<file path="src/rtl/muldiv_hilo_unit_pkg.sv">
// Shared ALU operation codes and HI/LO unit state encoding.
// Also holds helpers that classify a 6-bit ALUOperation code for the HI/LO unit.
package muldiv_hilo_unit_pkg;

  localparam logic [5:0] ALU_SLL  = 6'b000000;
  localparam logic [5:0] ALU_SRL  = 6'b000010;
  localparam logic [5:0] ALU_ADD  = 6'b100000;
  localparam logic [5:0] ALU_SUB  = 6'b100010;
  localparam logic [5:0] ALU_AND  = 6'b100100;
  localparam logic [5:0] ALU_OR   = 6'b100101;
  localparam logic [5:0] ALU_SLT  = 6'b101010;

  localparam logic [5:0] MD_MFHI  = 6'b010000;
  localparam logic [5:0] MD_MTHI  = 6'b010001;
  localparam logic [5:0] MD_MFLO  = 6'b010010;
  localparam logic [5:0] MD_MTLO  = 6'b010011;
  localparam logic [5:0] MD_MULT  = 6'b011000;
  localparam logic [5:0] MD_MULTU = 6'b011001;
  localparam logic [5:0] MD_DIV   = 6'b011010;
  localparam logic [5:0] MD_DIVU  = 6'b011011;

  typedef enum logic [1:0] {
    ST_IDLE = 2'd0,
    ST_RUN  = 2'd1,
    ST_FIX  = 2'd2
  } md_state_t;

  function automatic logic op_is_iter(input logic [5:0] op);
    return op[5:2] == 4'b0110;
  endfunction

  // Bit 0 clear selects the signed variant of mult/div.
  function automatic logic op_is_signed(input logic [5:0] op);
    return !op[0];
  endfunction

  function automatic logic op_is_div(input logic [5:0] op);
    return op[1];
  endfunction

  function automatic logic op_is_known(input logic [5:0] op);
    return op[5:3] == 3'b010 || op[5:2] == 4'b0110;
  endfunction

endpackage

</file>
<file path="src/rtl/muldiv_hilo_unit_core.sv">
// Iterative multiply/divide datapath: abs conversion on start, one radix-2
// shift-add or restoring step per step strobe, sign-corrected result on fix.
module muldiv_core
  import muldiv_hilo_unit_pkg::*;
#(
  parameter int unsigned WIDTH = 32
) (
  input  logic             clk,
  input  logic             rst_n,
  input  logic             i_start,
  input  logic             i_step,
  input  logic             i_fix,
  input  logic             i_is_div,
  input  logic             i_signed,
  input  logic [WIDTH-1:0] i_a,
  input  logic [WIDTH-1:0] i_b,
  output logic             o_wr,
  output logic [WIDTH-1:0] o_hi,
  output logic [WIDTH-1:0] o_lo
);

  logic [WIDTH-1:0]   r_hi, r_lo, r_b, r_raw_a;
  logic               r_div, r_dz, r_sa, r_neg;
  logic [WIDTH-1:0]   w_abs_a, w_abs_b;
  logic [WIDTH:0]     w_sum, w_shift, w_trial;
  logic [2*WIDTH-1:0] w_prod;

  assign w_abs_a = (i_signed && i_a[WIDTH-1]) ? -i_a : i_a;
  assign w_abs_b = (i_signed && i_b[WIDTH-1]) ? -i_b : i_b;

  always_comb begin
    w_sum   = {1'b0, r_hi} + (r_lo[0] ? {1'b0, r_b} : '0);
    w_shift = {r_hi, r_lo[WIDTH-1]};
    w_trial = w_shift - {1'b0, r_b};
  end

  // Multiply keeps the multiplier in r_lo and shifts the product in from the
  // top; divide keeps the dividend in r_lo and shifts quotient bits in below.
  always_ff @(posedge clk or negedge rst_n) begin
    if (!rst_n) begin
      r_hi    <= '0;
      r_lo    <= '0;
      r_b     <= '0;
      r_raw_a <= '0;
      r_div   <= 1'b0;
      r_dz    <= 1'b0;
      r_sa    <= 1'b0;
      r_neg   <= 1'b0;
    end else if (i_start) begin
      r_hi    <= '0;
      r_lo    <= i_is_div ? w_abs_a : w_abs_b;
      r_b     <= i_is_div ? w_abs_b : w_abs_a;
      r_raw_a <= i_a;
      r_div   <= i_is_div;
      r_dz    <= i_is_div && (i_b == '0);
      r_sa    <= i_signed && i_a[WIDTH-1];
      r_neg   <= i_signed && (i_a[WIDTH-1] ^ i_b[WIDTH-1]);
    end else if (i_step) begin
      if (r_div) begin
        if (!w_trial[WIDTH]) begin
          r_hi <= w_trial[WIDTH-1:0];
          r_lo <= {r_lo[WIDTH-2:0], 1'b1};
        end else begin
          r_hi <= w_shift[WIDTH-1:0];
          r_lo <= {r_lo[WIDTH-2:0], 1'b0};
        end
      end else begin
        r_hi <= w_sum[WIDTH:1];
        r_lo <= {w_sum[0], r_lo[WIDTH-1:1]};
      end
    end
  end

  assign w_prod = r_neg ? -{r_hi, r_lo} : {r_hi, r_lo};
  assign o_wr   = i_fix;

  always_comb begin
    o_hi = w_prod[2*WIDTH-1:WIDTH];
    o_lo = w_prod[WIDTH-1:0];
    if (r_div) begin
      if (r_dz) begin
        o_hi = r_raw_a;
        o_lo = '1;
      end else begin
        o_lo = r_neg ? -r_lo : r_lo;
        o_hi = r_sa ? -r_hi : r_hi;
      end
    end
  end

endmodule

</file>
<file path="src/rtl/muldiv_hilo_unit.sv">
// EX-stage multiply/divide unit: FSM, iteration counter, hazard stall and
// architectural HI/LO registers around the iterative muldiv_core datapath.
module muldiv_hilo_unit
  import muldiv_hilo_unit_pkg::*;
#(
  parameter int unsigned WIDTH = 32,
  parameter int unsigned OP_W  = 6
) (
  input  logic             clk,
  input  logic             rst_n,
  input  logic             op_valid,
  input  logic [OP_W-1:0]  op,
  input  logic [WIDTH-1:0] src_a,
  input  logic [WIDTH-1:0] src_b,
  input  logic             flush,
  output logic             busy,
  output logic             done,
  output logic             stall,
  output logic [WIDTH-1:0] mf_data,
  output logic [WIDTH-1:0] hi,
  output logic [WIDTH-1:0] lo
);

  localparam int unsigned CNT_W = $clog2(WIDTH) + 1;

  md_state_t        r_state;
  logic [CNT_W-1:0] r_cnt;
  logic             r_done;
  logic [WIDTH-1:0] r_hi, r_lo;

  logic [5:0]       w_op;
  logic             w_idle, w_accept, w_mthi, w_mtlo, w_step, w_fix;
  logic             w_core_wr;
  logic [WIDTH-1:0] w_core_hi, w_core_lo;

  assign w_op     = 6'(op);
  assign w_idle   = (r_state == ST_IDLE);
  assign w_accept = w_idle && op_valid && !flush && op_is_iter(w_op);
  assign w_mthi   = w_idle && op_valid && !flush && (w_op == MD_MTHI);
  assign w_mtlo   = w_idle && op_valid && !flush && (w_op == MD_MTLO);
  assign w_step   = (r_state == ST_RUN) && !flush;
  assign w_fix    = (r_state == ST_FIX) && !flush;

  muldiv_core #(.WIDTH(WIDTH)) u_core (
    .clk      (clk),
    .rst_n    (rst_n),
    .i_start  (w_accept),
    .i_step   (w_step),
    .i_fix    (w_fix),
    .i_is_div (op_is_div(w_op)),
    .i_signed (op_is_signed(w_op)),
    .i_a      (src_a),
    .i_b      (src_b),
    .o_wr     (w_core_wr),
    .o_hi     (w_core_hi),
    .o_lo     (w_core_lo)
  );

  always_ff @(posedge clk or negedge rst_n) begin
    if (!rst_n) begin
      r_state <= ST_IDLE;
      r_cnt   <= '0;
      r_done  <= 1'b0;
    end else begin
      r_done <= 1'b0;
      case (r_state)
        ST_IDLE: begin
          if (w_accept) begin
            r_state <= ST_RUN;
            r_cnt   <= '0;
          end
        end
        ST_RUN: begin
          if (flush) begin
            r_state <= ST_IDLE;
          end else begin
            r_cnt <= r_cnt + 1'b1;
            if (r_cnt == CNT_W'(WIDTH - 1)) r_state <= ST_FIX;
          end
        end
        ST_FIX: begin
          r_state <= ST_IDLE;
          r_done  <= !flush;
        end
        default: r_state <= ST_IDLE;
      endcase
    end
  end

  always_ff @(posedge clk or negedge rst_n) begin
    if (!rst_n) begin
      r_hi <= '0;
      r_lo <= '0;
    end else if (w_core_wr) begin
      r_hi <= w_core_hi;
      r_lo <= w_core_lo;
    end else begin
      if (w_mthi) r_hi <= src_a;
      if (w_mtlo) r_lo <= src_a;
    end
  end

  // The done cycle is already IDLE, so mf reads there see the fresh result.
  always_comb begin
    mf_data = '0;
    if (op_valid && w_idle) begin
      if (w_op == MD_MFHI)      mf_data = r_hi;
      else if (w_op == MD_MFLO) mf_data = r_lo;
    end
  end

  assign busy  = !w_idle;
  assign done  = r_done;
  assign stall = op_valid && !w_idle && op_is_known(w_op);
  assign hi    = r_hi;
  assign lo    = r_lo;

endmodule

</file>
<file path="config.mk">
export PLATFORM = sky130hd
export DESIGN_NAME = muldiv_hilo_unit
export DESIGN_NICKNAME = d
export VERILOG_FILES = /design/src/rtl/muldiv_hilo_unit_pkg.sv /design/src/rtl/muldiv_hilo_unit_core.sv /design/src/rtl/muldiv_hilo_unit.sv
export SDC_FILE = /design/constraint.sdc
export NUM_CORES = 1
export LEC_CHECK = 0
export CAP_MARGIN = 5
export CELL_PAD_IN_SITES_DETAIL_PLACEMENT = 0
export CELL_PAD_IN_SITES_GLOBAL_PLACEMENT = 2
export CORE_UTILIZATION = 32
export CTS_CLUSTER_SIZE = 24
export DETAILED_ROUTE_END_ITERATION = 8
export MAX_ROUTING_LAYER = met4
export PLACE_DENSITY = 0.84
export REMOVE_ABC_BUFFERS = 1
export SLEW_MARGIN = 10
export SYNTH_ARGS = -nofsm -noshare
export SYNTH_HDL_FRONTEND = slang
export SYNTH_SLANG_ARGS = --single-unit
</file>
<file path="constraint.sdc">
create_clock -name clk -period 3.5 [get_ports clk]
set_input_delay 0.7 -clock clk [delete_from_list [all_inputs] [get_ports clk]]
set_output_delay 0.7 -clock clk [all_outputs]
set_load 0.005 [all_outputs]
</file>
* After elaboration in Yosys (flattened, before gate mapping)
Index checks and enable logic that the tools add are counted.
** Operators by class
- Add/sub/neg operators :: 8
- Eq/ne operators :: 12
- Muxes and demuxes :: 35
- Bitwise logic cells :: 1
- Reduce and logical (&&, ||, !) cells :: 25
** Operators with widths (number)
- 32-bit two-way mux :: 25
- 32-bit negator :: 4
- 64-bit two-way mux :: 1
- 64-bit negator :: 1
- 32-bit by 33-bit adder with 33-bit output :: 1
- 33-bit by 32-bit subtractor with 33-bit output :: 1
- 32-bit logical NOT :: 1
- 6-bit by 5-bit == test with 1-bit output, second input constant :: 5
- 1-bit logical AND :: 13
- 6-bit two-way mux :: 2
- 6-bit case mux with 2 select lines :: 1
- 2-bit nonzero test :: 4
- 6-bit by 1-bit adder with 6-bit output, second input constant :: 1
- 2-bit two-way mux :: 3
- 4-bit by 3-bit == test with 1-bit output, second input constant :: 1
- 2-bit case mux with 2 select lines :: 1
- 3-bit by 2-bit == test with 1-bit output, second input constant :: 1
- 1-bit logical NOT :: 3
- 3-bit by 2-bit inequality test with 1-bit output, second input constant :: 1
- 3-bit AND reduction :: 1
- 2-bit by 1-bit == test with 1-bit output, second input constant :: 1
- 2-bit == test, second input constant :: 1
- 2-bit logical NOT :: 1
- 1-bit two-way mux :: 2
- 5 further kinds :: 5
** Word-level totals
- Register bits :: 205
- Input bits :: 74
- Output and inout port bits :: 99
- Logic and storage cells :: 94

* Depth between registers and ports, before layout
Gate-level depths: netlist of run 1.
- Depth in word-level cells :: 6
- Gate-level depth with buffers :: 13
- Depth with buffers taken out :: 12

* Hierarchy
A second synthesis of run 1 with hierarchy kept.
** Second synthesis, totals
- Cell total of the unflattened synthesis :: 2210
- Area, all modules :: 18253.8 um^2
** By module, submodules not included
- muldiv_core :: instances 1, cells an instance 1873, area an instance 14036.0 um^2, seq. area each 3303.2 um^2
- muldiv_hilo_unit :: instances 1, cells an instance 337, area an instance 4217.8 um^2, seq. area each 1826.8 um^2

* Worst setup path before layout of run 1
No wires, ideal clock.
- Kind :: flip-flop to flip-flop
- Start point :: register u_core.r_hi[0]
- End point :: register u_core.r_hi[12]
- Library setup time :: 133 ps
- Data arrival time :: 3134 ps
- Data required time :: 3367 ps
- Slack :: 233 ps
- Cell stages (with the launch flop) :: 14
- Path buffers :: 3
- Clock period less this slack :: 3267 ps
- Cell sequence :: dfrtp_1 -> buf_1 -> inv_1 -> fa_1 -> nand2b_1 -> a21oi_1 -> o21ai_0 -> o21ai_1 -> a21oi_4 -> xnor2_2 -> buf_6 -> buf_4 -> mux2i_1 -> o21ai_0
** On the way
- Cells in the longest elaborated chain, start to end :: 5
- Elaborated cells on any way between the ends :: 6
- Those cells by class :: add/sub: 2; mux: 4
** Ends and longest elaborated chain
- start: declaration :: line muldiv_hilo_unit_core.sv:22 : logic [WIDTH-1:0] r_hi, r_lo, r_b, r_raw_a;
- start signal: assignment :: line muldiv_hilo_unit_core.sv:61 : r_hi <= w_trial[WIDTH-1:0];
- start signal: assignment :: line muldiv_hilo_unit_core.sv:64 : r_hi <= w_shift[WIDTH-1:0];
- start signal: assignment :: line muldiv_hilo_unit_core.sv:68 : r_hi <= w_sum[WIDTH:1];
- 33-bit by 32-bit subtractor with 33-bit output :: line muldiv_hilo_unit_core.sv:34 : w_trial = w_shift - {1'b0, r_b};
- 32-bit two-way mux :: line muldiv_hilo_unit_core.sv:60 : if (!w_trial[WIDTH]) begin
- 32-bit two-way mux (*) :: line muldiv_hilo_unit_core.sv:59 : if (r_div) begin
- 32-bit two-way mux (*) :: line muldiv_hilo_unit_core.sv:58 : end else if (i_step) begin
- 32-bit two-way mux (*) :: line muldiv_hilo_unit_core.sv:49 : end else if (i_start) begin
Mark *: on every way between the ends. The rest lies on a longest branch, timed or not. The select of a mux whose other input is x is not followed.
A chain may end at the register's enable or synchronous reset.

* Final worst setup path of run 1
- Start point :: input port op[5]
- End point :: output port mf_data[17]
** On the way
- Cells in the longest elaborated chain, start to end :: 4
- Elaborated cells on any way between the ends :: 5
- Those cells by class :: eq/ne: 2; mux: 3
** Ends and longest elaborated chain
- start: declaration :: line muldiv_hilo_unit.sv:12 : input logic [OP_W-1:0] op,
- 6-bit by 5-bit == test with 1-bit output :: line muldiv_hilo_unit.sv:108 : else if (w_op == MD_MFLO) mf_data = r_lo;
- 32-bit two-way mux :: line muldiv_hilo_unit.sv:108
- 32-bit two-way mux (*) :: line muldiv_hilo_unit.sv:107 : if (w_op == MD_MFHI) mf_data = r_hi;
- 32-bit two-way mux (*) :: line muldiv_hilo_unit.sv:106 : if (op_valid && w_idle) begin
- end: declaration :: line muldiv_hilo_unit.sv:19 : output logic [WIDTH-1:0] mf_data,
Mark *: on every way between the ends. The rest lies on a longest branch, timed or not.

==> metrics.txt, run 1 <==
ant diodes=0; routability cong.=roughly 0.96; H-tree levels=1; GRT Total Usage=0.266; clk_skew=0.0158 ns; # fillers=about 5600; CTS tree=built; post-synth cell types=90; layout cells sized above 1=0.129; crit-path max FO=32; CORE AREA=between 50000 and 60000 um^2; DR WL/cell=23.0 um; via total after detailed routing=18600; largest net degree at the start of global routing=slightly above 80; antenna violations before repair=0; RSZ-0062 raised after global routing=true; Clock transition at path regs=about 0.060 ns; FP Rows=86; WP data arrival=approximately 2.8 ns; Setup Slack @ Placement=-0.0261 ns; Hold Crit Class=in2async; clk_lat worst skew=0.57 ns; vias per cell=~5.7; Die W=between 200 and 250 um; Root Driver=clkbuf_16; post-layout min period=3.49 ns; Cell Area, Synth=approximately 18000 um^2; first-pass GRT wire length=about 110 mm; cts bufs inserted=26; routed wire length=75.3 mm; Post-DP HPWL=approximately 58 mm; Mapped Cells=between 2000 and 2500; Crit path required time=roughly 2.8 ns; worst setup margin=0.00558 ns; final number of setup-violating endpoints=0; Remaining Overflow, GRT=0; die height=approximately 240 um; vias in the first global route=17800; most common cell after layout, fill and taps aside=nand2_1; Register Area=slightly above 5000 um^2; boundary pin count=between 150 and 200; PwrDens=702 nW/um^2; Post-synth ARST share=1.00; Longest Clk Path Bufs=3; post-CTS setup buffers=0; Setup CP Type=in2out; CTS sink cnt=205; peak supply drop=364 uV; Most used DFF post-synth=dfrtp_1; area of the multi-input gates=12000 um^2; Pre-antenna DRT Iters=5; Worst Setup End Kind=output pin; Port Buffers=about 170; highest-count cells in the layout ignoring fill and taps=nand2_1, dfrtp_1, nor2_1, buf_4, o21ai_0; synth-to-layout area growth=25.5%; Hold Buf Count CTS=0; number of synthesized flops with an enable pin=0; Starting Density=0.326; Mean Syn Cell Area=roughly 8 um^2; Fin Setup TNS=0 ns; crit path launch type=input pin; total die area=~57000 um^2; fmax=approximately 290 MHz; Seq/Total Area, Yosys=0.284; fin crit share=0.998; Synthesis Warnings=0; Max Cap Violations=0; final hold vios=0; worst slew pin tran=between 1 and 1.5 ns; status=finished, final reports clean; flip-flop and latch count after synthesis=around 210; # nets final=around 2600; DR DRC count=0; relative max-transition margin=0.315; Routed Antenna Nets=0; DR iter-0 viols=~1500; Leak Pwr=between 0.01 and 0.015 uW; fin. max-slew vios=0
## where the power goes
part | internal (uW) | total (uW) | switching (uW)
Sequential | 2840 | 3560 | 725
Clock | 1530 | 2720 | 1190
Combinational | 4140 | 9640 | 5500
## worst max-delay path, stage by stage
cell and delay (ns):
clkdlybuf4s50_1 0.39, nand3b_1 0.17, or3_4 0.34, or3_4 0.34, buf_12 0.17, nor2_1 0.13, clkdlybuf4s50_1 0.50
## cell usage after synthesis (6+ instances only)
library cell	instances	share of area
nand2_1	339	0.070
dfrtp_1	205	0.28
nor2_1	200	0.042
o21ai_0	164	0.045
clkbuf_1	143	0.030
mux2i_1	137	0.076
a21oi_1	132	0.037
xor2_1	103	0.050
xnor2_1	100	0.049
ha_1	69	0.048
inv_1	65	0.014
nand3_1	37	0.010
nor3_1	37	0.010
o211ai_1	34	0.014
a31oi_1	29	0.010
a32oi_1	29	0.014
o221ai_1	27	0.013
a211oi_1	26	0.011
a22oi_1	23	0.0096
o31ai_1	23	0.0096
a21o_1	21	0.0087
a221oi_1	21	0.010
or3_1	20	0.0069
nand2b_1	19	0.0066
nor2b_1	17	0.0059
nor4_1	17	0.0059
buf_1	14	0.0029
buf_2	13	0.0036
o21a_1	13	0.0054
nand4_1	12	0.0042
or4_1	11	0.0046
mux2_2	9	0.0056
a41oi_1	8	0.0039
o21ai_1	8	0.0022
and2_1	7	0.0024
nor3b_1	7	0.0029
and3_1	6	0.0021
and4_1	6	0.0029
nand3b_1	6	0.0025
## stage by stage
step / cells / utilization / power [uW] / hold WS [ns] / area [um^2]
CTS: 3269 / 0.407 / 15800 / 0.189 / 22600
global placement: 3222 / 0.392 / 13000 / 0.456 / 21700
finish: 3269 / 0.409 / 15900 / 0.159 / 22700
detailed placement: 3222 / 0.392 / 13000 / 0.463 / 21700
global route: 3269 / 0.409 / 16900 / 0.206 / 22700
floorplan: 2095 / - / 9380 / 0.404 / 17300
## flip-flops by register name, indices dropped and copies added (netlist names)
name	count
hi	32
lo	32
u_core.r_b	32
u_core.r_hi	32
u_core.r_lo	32
u_core.r_raw_a	32
r_cnt	6
r_state	2
done	1
u_core.r_div	1
u_core.r_dz	1
u_core.r_neg	1
u_core.r_sa	1
## logic make-up after synthesis
kind of cell | share of synthesized area
AOI/OAI and AO/OA | 0.227
xor gates and xnor gates | 0.0994
adders and majority gates | 0.0500
buffers and inverters | 0.0537
DFF | 0.284
muxes | 0.0822
and+or+nand+nor | 0.204
## layout make-up
cell class / instances / area share
clock buffer: 38 / 0.0343
tap: 748 / 0.0413
multi-input combinational: 1823 / 0.530
sequential: 205 / 0.227
inverter: 67 / 0.0111
clock inverter: 9 / 0.00221
timing repair buffer: 379 / 0.154
## repair_timing
action / CTS / global route
gates cloned: 0 / 0
gates resized for setup: 3 / 38
pin swaps: 0 / 0
setup endpoints to repair: 29 / 57
## routing by layer
metal	up-vias	track usage	part of all wire
met5	-	-	0
met4	0	0.0791	0.031
met3	119	0.0255	0.055
met2	673	0.421	0.46
met1	9160	0.358	0.46
li1	8605	-	-
## path summary, 6_finish.rpt
| kind | start | to | slack, ns | cells after the start |
|---|---|---|---|---|
| max in group asynchronous | rst_n | u_core.r_lo[0] | 2.44 | 2 |
| setup / recovery | op[5] | mf_data[17] | 0.006 | 7 |
| setup reg to reg | u_core.r_b[11] | u_core.r_lo[0] | 0.14 | 13 |
| min in group clk | u_core.r_raw_a[6] | u_core.r_raw_a[6] | 0.48 | 2 |
| hold reg to reg | u_core.r_raw_a[6] | u_core.r_raw_a[6] | 0.48 | 2 |
| hold / removal | rst_n | u_core.r_lo[9] | 0.16 | 1 |
No activity file was read; power rests on OpenSTA's default activity.
==> inputs of run 2 (changes only) <==
--- a/config.mk
+++ b/config.mk
@@ -9,7 +9,7 @@
 export CELL_PAD_IN_SITES_DETAIL_PLACEMENT = 0
 export CELL_PAD_IN_SITES_GLOBAL_PLACEMENT = 2
 export CORE_UTILIZATION = 32
-export CTS_CLUSTER_SIZE = 24
+export CTS_CLUSTER_SIZE = 10
 export DETAILED_ROUTE_END_ITERATION = 8
 export MAX_ROUTING_LAYER = met4
 export PLACE_DENSITY = 0.84
==> metrics.txt, run 2 (same netlist as run 1, synthesis figures left out) <==
DR DRC count=0; Remaining Overflow, GRT=0; fin crit share=0.998; Post-DP HPWL=around 58 mm; Psw=7370 uW; Clock transition at path regs=roughly 0.06 ns; crit path launch type=input pin; DR iter-0 viols=1600; Longest Clk Path Bufs=3; layout cells sized above 1=0.127; post-CTS setup buffers=0; vias per cell=around 5.7; total die area=~57000 um^2; status=finished, final reports clean; Crit path required time=~2.8 ns; highest-count cells in the layout ignoring fill and taps=nand2_1, dfrtp_1, nor2_1, buf_4, o21ai_0; Setup Slack @ Placement=-0.0261 ns; CTS tree=built; Routed Antenna Nets=0; Pre-antenna DRT Iters=7; # nets final=2648; placed cell area=roughly 22000 um^2; ant diodes=0; CTS sink cnt=205; post-layout min period=between 3 and 4 ns; clk_skew=between 0.015 and 0.02 ns; Setup CP Type=in2out; peak supply drop=~400 uV; Final Util=0.408; largest net degree at the start of global routing=83; routed wire length=about 75 mm; worst setup margin=approximately 0.0067 ns; # fillers=roughly 5600; Hold Crit Class=in2async; Hold Buf Count CTS=0; Comb pwr share=0.609; most common cell after layout, fill and taps aside=nand2_1; clk_lat worst skew=approximately 0.56 ns; cts bufs inserted=27; Max Cap Violations=0; hold slack final=between 0.15 and 0.2 ns; boundary pin count=173; via total after detailed routing=18500; post_cts resized=3; Sequential Power Share=0.225; crit-path max FO=32; final number of setup-violating endpoints=0; GRT Total Usage=0.265; PwrDens=approximately 700 nW/um^2; fin. max-slew vios=0; WP data arrival=2.79 ns; first-pass GRT wire length=around 110 mm; Leak Pwr=about 0.01 uW; H-tree levels=1; Worst Setup End Kind=output pin; FP Rows=86; clock power share=0.166; synth-to-layout area growth=25.4%; Port Buffers=between 150 and 200; antenna violations before repair=1; CORE AREA=roughly 55000 um^2; worst slew pin tran=1.02 ns; DR WL/cell=roughly 23 um; Int Power=approximately 8500 uW; Starting Density=0.326; routability cong.=roughly 0.96; total power draw=around 16000 uW; Root Driver=clkbuf_16; Final Cell Area=22600 um^2; relative max-transition margin=0.319; Die W=240 um; vias in the first global route=around 18000; die height=240 um; fmax=~290 MHz; final hold vios=0; Sw Share=0.466; RSZ-0062 raised after global routing=true
## run 2: through the flow
stage          std cells  TNS, ns
3_5_place_dp        3222  -0.0892
6_report            3267        0
5_1_grt             3267   -0.248
3_3_place_gp        3222  -0.0133
2_1_floorplan       2095  -215.03
4_1_cts             3267        0
## run 2: final timing paths
check                           depth (start not counted)  slack (ns)         startpoint           endpoint
worst max-delay path                                    7       0.007              op[5]        mf_data[17]
worst min-delay path                                    1        0.18              rst_n     u_core.r_lo[9]
worst max register to register                         12        0.09     u_core.r_b[11]    u_core.r_hi[25]
worst min register to register                          2        0.48  u_core.r_raw_a[6]  u_core.r_raw_a[6]
max in group asynchronous                               2        2.43              rst_n    u_core.r_hi[14]
min in group clk                                        2        0.48  u_core.r_raw_a[6]  u_core.r_raw_a[6]
## run 2: routing by layer
| layer | share of wire | vias up | global-route usage |
|---|---|---|---|
| met5 | 0 | - | - |
| met1 | 0.46 | 9144 | 0.360 |
| met3 | 0.054 | 117 | 0.0201 |
| li1 | - | 8608 | - |
| met2 | 0.46 | 680 | 0.420 |
| met4 | 0.032 | 0 | 0.0802 |
## run 2: cell type report
| cell class | count | area (um^2) | area share |
|---|---|---|---|
| flip-flops and latches | 205 | 5140 | 0.227 |
| multi-input cells | 1823 | 12000 | 0.531 |
| inverters | 67 | 251 | 0.0111 |
| clock buffers | 39 | 761 | 0.0336 |
| clock inverters | 6 | 32.5 | 0.00144 |
| well taps | 748 | 936 | 0.0414 |
| repair buffers | 379 | 3490 | 0.154 |
## run 2: critical path, cell delays in order
cell             delay (ns)
clkdlybuf4s50_1        0.39
nand3b_1               0.17
or3_4                  0.34
or3_4                  0.34
buf_12                 0.17
nor2_1                 0.13
clkdlybuf4s50_1        0.50
## run 2: power groups by stage
stage                     Combinational [uW]  Clock [uW]  Sequential, uW
after floorplan                         5860           0            3520
after global placement                  9410           0            3560
after detailed placement                9470           0            3560
after CTS                               9510        2660            3530
after global routing                   10500        2750            3610
final                                   9650        2630            3560
